$ cat config.mk
export PLATFORM = sky130hd
export DESIGN_NAME = porta_logica_acc
export DESIGN_NICKNAME = d
export VERILOG_FILES = /design/src/rtl/porta_logica_acc.sv
export SDC_FILE = /design/constraint.sdc
export NUM_CORES = 1
export LEC_CHECK = 0
export BUFFER_PORTS_ARGS = -buffer_cell sky130_fd_sc_hd__buf_4
export CORE_UTILIZATION = 45
export CTS_CLUSTER_SIZE = 12
export DETAILED_ROUTE_END_ITERATION = 12
export PLACE_DENSITY_LB_ADDON = 0.1
export RECOVER_POWER = 100
export SLEW_MARGIN = 20
export SYNTH_ARGS = -nofsm -noshare
export SYNTH_HDL_FRONTEND = slang
export SYNTH_SLANG_ARGS = --single-unit
$ cat constraint.sdc
create_clock -name clk -period 3.2 [get_ports clk]
set_input_delay 0.96 -clock clk [delete_from_list [all_inputs] [get_ports clk]]
set_output_delay 0.96 -clock clk [all_outputs]
set_load 0.02 [all_outputs]
$ cat src/rtl/porta_logica_acc.sv
// porta_logica_acc: N-lane registered bitwise gate (AND/OR/XOR/NAND) with per-beat or accumulate mode.
module porta_logica_acc #(
    parameter int N_IN    = 3,
    parameter int WIDTH   = 8,
    parameter int ACC_LEN = 4
) (
    input  logic                           clk,
    input  logic                           rst,
    input  logic                           in_valid,
    output logic                           in_ready,
    input  logic [N_IN*WIDTH-1:0]          in_data,
    input  logic [1:0]                     op,
    input  logic                           sel,
    input  logic                           mode,
    output logic                           out_valid,
    input  logic                           out_ready,
    output logic [WIDTH-1:0]               out_data,
    output logic                           out_last,
    output logic [$clog2(ACC_LEN+1)-1:0]   beat_cnt
);
    localparam int CW = $clog2(ACC_LEN+1);
    typedef enum logic [1:0] {IDLE, ACCUM, HOLD} state_t;
    state_t state;
    logic [1:0] op_l, eff_op;
    logic [WIDTH-1:0] acc, r_and, r_or, r_xor, base, beat_r, acc_next;
    logic accept;
    always_comb begin
        r_and = '1;
        r_or = '0;
        r_xor = '0;
        for (int k = 0; k < N_IN; k++) begin
            r_and = r_and & in_data[k*WIDTH +: WIDTH];
            r_or = r_or | in_data[k*WIDTH +: WIDTH];
            r_xor = r_xor ^ in_data[k*WIDTH +: WIDTH];
        end
    end
    // Once accumulating, the op latched at the first beat governs every later beat
    assign eff_op = state == ACCUM ? op_l : op;
    assign base = !sel ? '0 : eff_op == 2'b01 ? r_or : eff_op == 2'b10 ? r_xor : r_and;
    assign beat_r = (sel && eff_op == 2'b11) ? ~base : base;
    assign acc_next = op_l == 2'b01 ? acc | base : op_l == 2'b10 ? acc ^ base : acc & base;
    assign in_ready = state == IDLE ? (!out_valid || out_ready) : state == ACCUM;
    assign accept = in_valid && in_ready;
    always_ff @(posedge clk) begin
        if (rst) begin
            state <= IDLE;
            out_valid <= 1'b0;
            out_data <= '0;
            out_last <= 1'b0;
            beat_cnt <= '0;
            acc <= '0;
            op_l <= '0;
        end else begin
            case (state)
                IDLE: begin
                    if (out_valid && out_ready) begin
                        out_valid <= 1'b0;
                        out_last <= 1'b0;
                    end
                    if (accept && !mode) begin
                        out_data <= beat_r;
                        out_valid <= 1'b1;
                        out_last <= 1'b1;
                    end else if (accept) begin
                        acc <= base;
                        op_l <= op;
                        beat_cnt <= CW'(1);
                        state <= ACCUM;
                    end
                end
                ACCUM: begin
                    if (accept) begin
                        acc <= acc_next;
                        beat_cnt <= beat_cnt + CW'(1);
                        if (beat_cnt == CW'(ACC_LEN-1)) begin
                            out_data <= op_l == 2'b11 ? ~acc_next : acc_next;
                            out_valid <= 1'b1;
                            out_last <= 1'b1;
                            state <= HOLD;
                        end
                    end
                end
                HOLD: begin
                    if (out_ready) begin
                        out_valid <= 1'b0;
                        out_last <= 1'b0;
                        beat_cnt <= '0;
                        state <= IDLE;
                    end
                end
                default: state <= IDLE;
            endcase
        end
    end
endmodule

== Word-level counts from Yosys, hierarchy flattened ==
Index checks and enable logic that the tools add are counted.
Cells by class
  bitwise operators: 12
  $add $sub $neg: 1
  reduce and logical (&&, ||, !) cells: 16
  equality and inequality tests: 16
  muxes and demuxes: 34
Operators by type and width (count)
  8-bit 2-to-1 mux: 13
  8-bit one-hot mux with 2 select lines: 2
  8-bit AND: 3
  8-bit OR: 3
  8-bit XOR: 3
  8-bit inverter: 2
  5-bit AND reduction: 3
  2-bit 2-to-1 mux: 6
  3-bit 2-to-1 mux: 4
  2-bit equality test (second input constant): 5
  3-bit one-hot mux with 3 select lines: 1
  2-bit != test (second input constant): 4
  4-bit AND reduction: 2
  2-bit by 1-bit equality test with 1-bit output (second input constant): 3
  1-bit 2-to-1 mux: 6
  2-bit one-hot mux with 3 select lines: 1
  1-bit logical AND: 4
  2-bit by 1-bit != test with 1-bit output (second input constant): 2
  3-bit by 1-bit adder with 3-bit output (second input constant): 1
  3-bit by 2-bit equality test with 1-bit output (second input constant): 1
  3-bit by 1-bit != test with 1-bit output (second input constant): 1
  1-bit one-hot mux with 3 select lines: 1
  3-bit AND reduction: 1
  3-bit nonzero test: 1
  other kinds (5): 6
Storage, ports and cells
  logic and storage cells: 85
  register bits: 24
  bits of input ports: 32

== Depth between registers and ports, before layout ==
  word-level depth: 14
  mapped depth: 16

== Worst setup path before layout ==
Ideal clock, no wire load.
  kind: input to register
  start point: input op[0]
  end point: register out_data[3]
  cell stages on the path: 11
  arrival: 3.125 ns
  setup time: 0.071 ns
  setup slack: 0.005 ns
  cells stage by stage: or3b_4 -> nand2_2 -> a21oi_1 -> a221o_1 -> and2_1 -> ha_1 -> mux2_2 -> a21oi_1 -> nor2_1 -> a311o_1 -> a21oi_1
Between the ends
  longest elaborated chain between the ends: 13
  elaborated cells between the ends (all ways): 21
  those cells by class: eq/ne (3); mux (12); bitwise (5); reduce/logical (1)
Ends and longest elaborated chain
  start, declared: line 12  | input logic [1:0] op,
  2-bit 2-to-1 mux (*): line 38  | assign eff_op = state == ACCUM ? op_l : op;
  2-bit equality test: line 39  | assign base = !sel ? '0 : eff_op == 2'b01 ? r_or : eff_op == 2'b10 ? r_xor : r_and;
  8-bit 2-to-1 mux (3 in series): line 39
  8-bit AND / 8-bit XOR (equally long branches): line 41  | assign acc_next = op_l == 2'b01 ? acc | base : op_l == 2'b10 ? acc ^ base : acc & base;
  8-bit 2-to-1 mux (2 in series): line 41
  8-bit inverter: line 76  | out_data <= op_l == 2'b11 ? ~acc_next : acc_next;
  8-bit 2-to-1 mux: line 76
  8-bit 2-to-1 mux: line 75  | if (beat_cnt == CW'(ACC_LEN-1)) begin
  8-bit 2-to-1 mux: line 72  | if (accept) begin
  8-bit one-hot mux with 2 select lines (*): line 54  | case (state)
  end signal, assigned: line 61  | out_data <= beat_r;
  end signal, assigned: line 76
  end, declared: line 17  | output logic [WIDTH-1:0] out_data,
Every way passes the cells marked *; elsewhere a longest branch is shown, timed or not. The select of a mux whose other input is x is not followed.
A chain may end at the register's enable or synchronous reset.

== Worst setup path in the final report ==
  start point: input op[1]
  end point: register out_data[4]
The elaborated chain is that of the path after synthesis.

==> results.md <==
Logic synthesis:
- The dominant synthesized flop cell is dfxtp_1.
- The post-synthesis net count is 462.
- Of the total synthesized cell area, the portion taken by AND, OR, NAND and NOR gates is 0.172.
- In this run, synthesis inferred 0 flip-flops with an integrated enable.
- The unique cell type count in the Yosys netlist is 63.
- The summed instance area of the synthesized netlist is 2930 um2.
- In the synthesized netlist the async set-or-reset flop fraction comes to 0.
- Of the total synthesized cell area, the portion taken by XOR and XNOR cells is 0.0120.
- By area the synthesized netlist is led by ha_1, dfxtp_1, a21oi_1.
- The register bit total from synthesis is 24.
- The compound-gate portion of the synthesized area came to 0.311.
- Of the synthesized area, sequential elements account for 0.164.
- Of the total synthesized cell area, the portion taken by full adders, half adders and majority gates is 0.178.
- Yosys printed 0 warnings.
- The average cell area after synthesis is 7.49 um2.
- Measured against the total synthesized area, the mux share comes to 0.0692.
- By area, the combinational part of the netlist is dominated by compound AO/OA/AOI/OAI gates.
- The biggest area contributor in the post-synthesis netlist is ha_1.
- The synthesized instance count is 391.
- The area fraction of the dominant cell type after synthesis is 0.167.

Routing:
- After detailed routing, the number of remaining DRC violations is 0.
- After detailed routing, the number of vias per cell comes to 5.64.
- The number of iterations in the first detailed-routing pass is 4.
- The first-iteration detailed-routing DRC count is 180.
- The wire length reported by the detailed router is 8.02 mm.
- The average wire per cell in the routed design is 14.9 um.
- The count of nets left with antenna violations once routing finished came out at 0.
- The final route contains 3,028 vias.

Timing:
- The final setup violation count is 0.
- The maximum operating frequency is 0.314 GHz.
- The number of max-slew violations in the final report is 0.
- The worst slew slack as a fraction of its limit is 0.541.
- Setup repair after global routing could not meet its margin everywhere.
- The fraction of the cycle the final worst path needs is 0.996.
- The shortest period the worst path allows is 3190 ps.
- The pin slew with the least headroom to its limit is 689 ps.
- The sum of negative setup slack is 0 ps.
- The total count of hold-check failures in the final report came to 0.
- On the final layout, the worst clock skew is 3.67 ps.

Final layout:
- The area growth from synthesis to layout is 25.0%.
- The final layout net count is 532.
- 0 antenna diodes ended up in the layout.
- Of the cells placed in the final design, the portion with a size suffix greater than 1 is 0.239.
- After routing the design area is 3660 um2.
- Leaving out filler cells and counting taps, the final layout contains 537.
- The filler cell count is 621.

Global routing:
- For this run the aggregate overflow at the end of global routing stands at 0.
- The initial antenna violation count was 0.
- The first global-routing pass estimated 12.8 mm of wire.
- In the global route stage, overall resource usage came out at 0.246.
- The number of global-route vias before repair came to 2,690.
- Entering global routing, the biggest net connects 42 pins.

Place:
- The final weighted congestion in routability-driven placement is 0.849.
- The HPWL after detailed placement is 6.20 mm.
- The post-detailed-placement cell area is 3540 um2.
- Counting tap cells, the placed design contains a total of 530 instances.
- Buffers placed on the I/O ports in this run total 45.

Clock network:
- The clock sink total is 24.
- After clock tree synthesis, the clock-pin slew on the worst setup and hold paths is 90 ps.
- At the later pin of the worst-skew pair, clock insertion delay measures 270 ps.
- The number of buffers created by CTS is 3.
- The number of H-tree levels is 1.
- The clock tree from TritonCTS is done.
- The maximum buffer depth of the clock tree is 2.
- The tree is rooted in a clkbuf_8.
- After clock tree synthesis, the flow added hold-fix buffers numbering 0.

Hold path:
- In this run the worst hold path is classified as flip-flop to flip-flop.

Setup path:
- The classification of the worst setup path is input pin to flip-flop.
- The critical path capture point type is a flip-flop.
- The kind of cell adding the most delay to the critical path is compound AO/OA/AOI/OAI gates.
- Traced cell by cell, the critical path runs through buf_6 -> buf_6 -> or3b_4 -> nand2_4 -> buf_6 -> a221o_1 -> a21o_1 -> nand2_1 -> ha_1 -> mux2i_1 -> nor2_1 -> a21o_1 -> a21oi_2 -> nor2_1 -> o32a_1.
- By instance count, the cell type seen most on the critical path is buf_6.
- At the worst endpoint, the arrival time is 3360 ps.
- The data required time of the critical path is 3370 ps.
- The count of buffering cells on the critical path with inverters included is 3.
- The biggest fanout along the worst timing path is 4.
- In this design, the stage delay of the slowest critical-path cell is 340 ps.
- STA classifies the critical path startpoint as an input pin.
- The cell with the largest stage delay on the worst path is o32a_1.

Floorplan:
- The region available for standard cell placement spans 6310 um2.
- The vertical die dimension is 82.7 um.
- The number of placement rows is 29.
- The top-level I/O count is 46.
- Measured along the x axis, the die boundary spans 82.7 um.
- For this configuration, the core starts out at a cell density of 0.464.
- The floorplan step defined a die boundary enclosing 6830 um2.

Job:
- The max-capacitance violation count is 0.

Power:
- The analysis attributes to cell leakage a power of 1.73 nW.
- The peak supply drop is 475 uV.
- The total chip power is 2.08 mW.
- Dividing total power by cell area gives a power density of 569 nW/um2.

Run status:
- The run finished with clean final reports.
per-stage QoR:
stage               worst slack, ps  hold WS, ps  utilization
CTS                            11.7          466        0.573
floorplan                      4.85          462            -
global placement               -314          441        0.561
detailed placement             -360          454        0.561
finish                         12.6          466        0.579
global route                   -105          489        0.579
area by class of cell:
type	count	area [um2]	area share
Clock buffer	4	55.1	0.0150
Timing Repair Buffer	86	612	0.167
Multi-Input combinational cell	301	2250	0.614
Inverter	45	169	0.0462
Tap cell	77	96.3	0.0263
Sequential cell	24	480	0.131
cell families after synthesis:
family	after synthesis
compound gates	131
xor+xnor	4
fa+ha+maj	42
buf+inv	66
flops	24
mux	20
simple gates	104
power by group:
part,total (mW),internal (mW),switching [mW]
sequential,0.438,0.380,0.0580
clock,0.215,0.110,0.105
combinational,1.43,0.614,0.814
what timing repair did:
| item | in CTS | in global routing |
|---|---|---|
| setup buffers | 0 | 3 |
| pin swaps | 3 | 15 |
| endpoints found under the setup margin | 4 | 9 |
| resized for setup | 7 | 18 |
synthesized netlist by cell type (2+ instances only):
cell / count
o221ai_1: 4
nand3b_1: 2
nor2_1: 35
and3_1: 2
o22ai_1: 2
nand3_1: 6
a21oi_1: 43
o21ai_0: 25
o221a_1: 2
o311ai_0: 3
maj3_2: 2
inv_1: 44
buf_2: 9
mux2i_1: 18
o221a_2: 3
nand2b_1: 10
a21o_1: 8
dfxtp_1: 24
o32ai_1: 3
o2bb2ai_1: 2
a211oi_1: 9
o211a_1: 3
a221o_1: 4
nand2_1: 30
buf_4: 4
o32a_1: 5
nor3b_1: 2
ha_1: 39
clkbuf_1: 6
nor2b_1: 7
xnor2_1: 3
worst min-delay path: cells and delay by family, from the launching register on:
family | cells | cell delay [ps]
AOI/OAI and AO/OA | 1 | 50
and+or+nand+nor | 1 | 60
DFF | 1 | 320
cell usage in the layout (no fill, tap or decap), types with 3 or more instances in the layout:
cell,Yosys,routed
nor2_1,35,35
ha_2,0,5
buf_4,4,69
o221a_2,3,3
nand3_1,6,6
dfxtp_1,24,24
nor2b_1,7,7
nand2b_1,10,10
clkbuf_1,6,13
o32a_1,5,5
a21oi_1,43,39
a21oi_2,0,4
inv_1,44,43
xnor2_1,3,3
a221o_1,4,4
buf_6,0,4
clkbuf_8,0,4
a211oi_1,9,7
a21o_1,8,8
o221ai_1,4,4
a211oi_2,1,3
ha_1,39,33
o211a_1,3,3
o21ai_0,25,24
mux2i_1,18,18
nand2_1,30,29
registers in the layout (all words and copies together), names as in the netlist:
| signal | flops |
|---|---|
| state | 2 |
| out_data | 8 |
| op_l | 2 |
| beat_cnt | 3 |
| acc | 8 |
| out_last | 1 |
path summary, 6_finish.rpt:
| path | startpoint | endpoint | slack (ps) | cells after the start |
|---|---|---|---|---|
| max | op[1] | out_data[4] | 10 | 15 |
| min | out_data[3] | out_data[3] | 470 | 2 |
| max reg2reg | state[1] | out_data[4] | 70 | 16 |
| min reg2reg | out_data[3] | out_data[3] | 470 | 2 |
layer usage:
layer,part of all wire,global-route usage,up-vias
li1,-,-,1542
met1,0.49,0.332,1422
met2,0.46,0.420,58
met3,0.040,0.0330,6
met4,0.0085,0.0379,0
met5,0,0,-
Power figures use the tool's default switching activity.
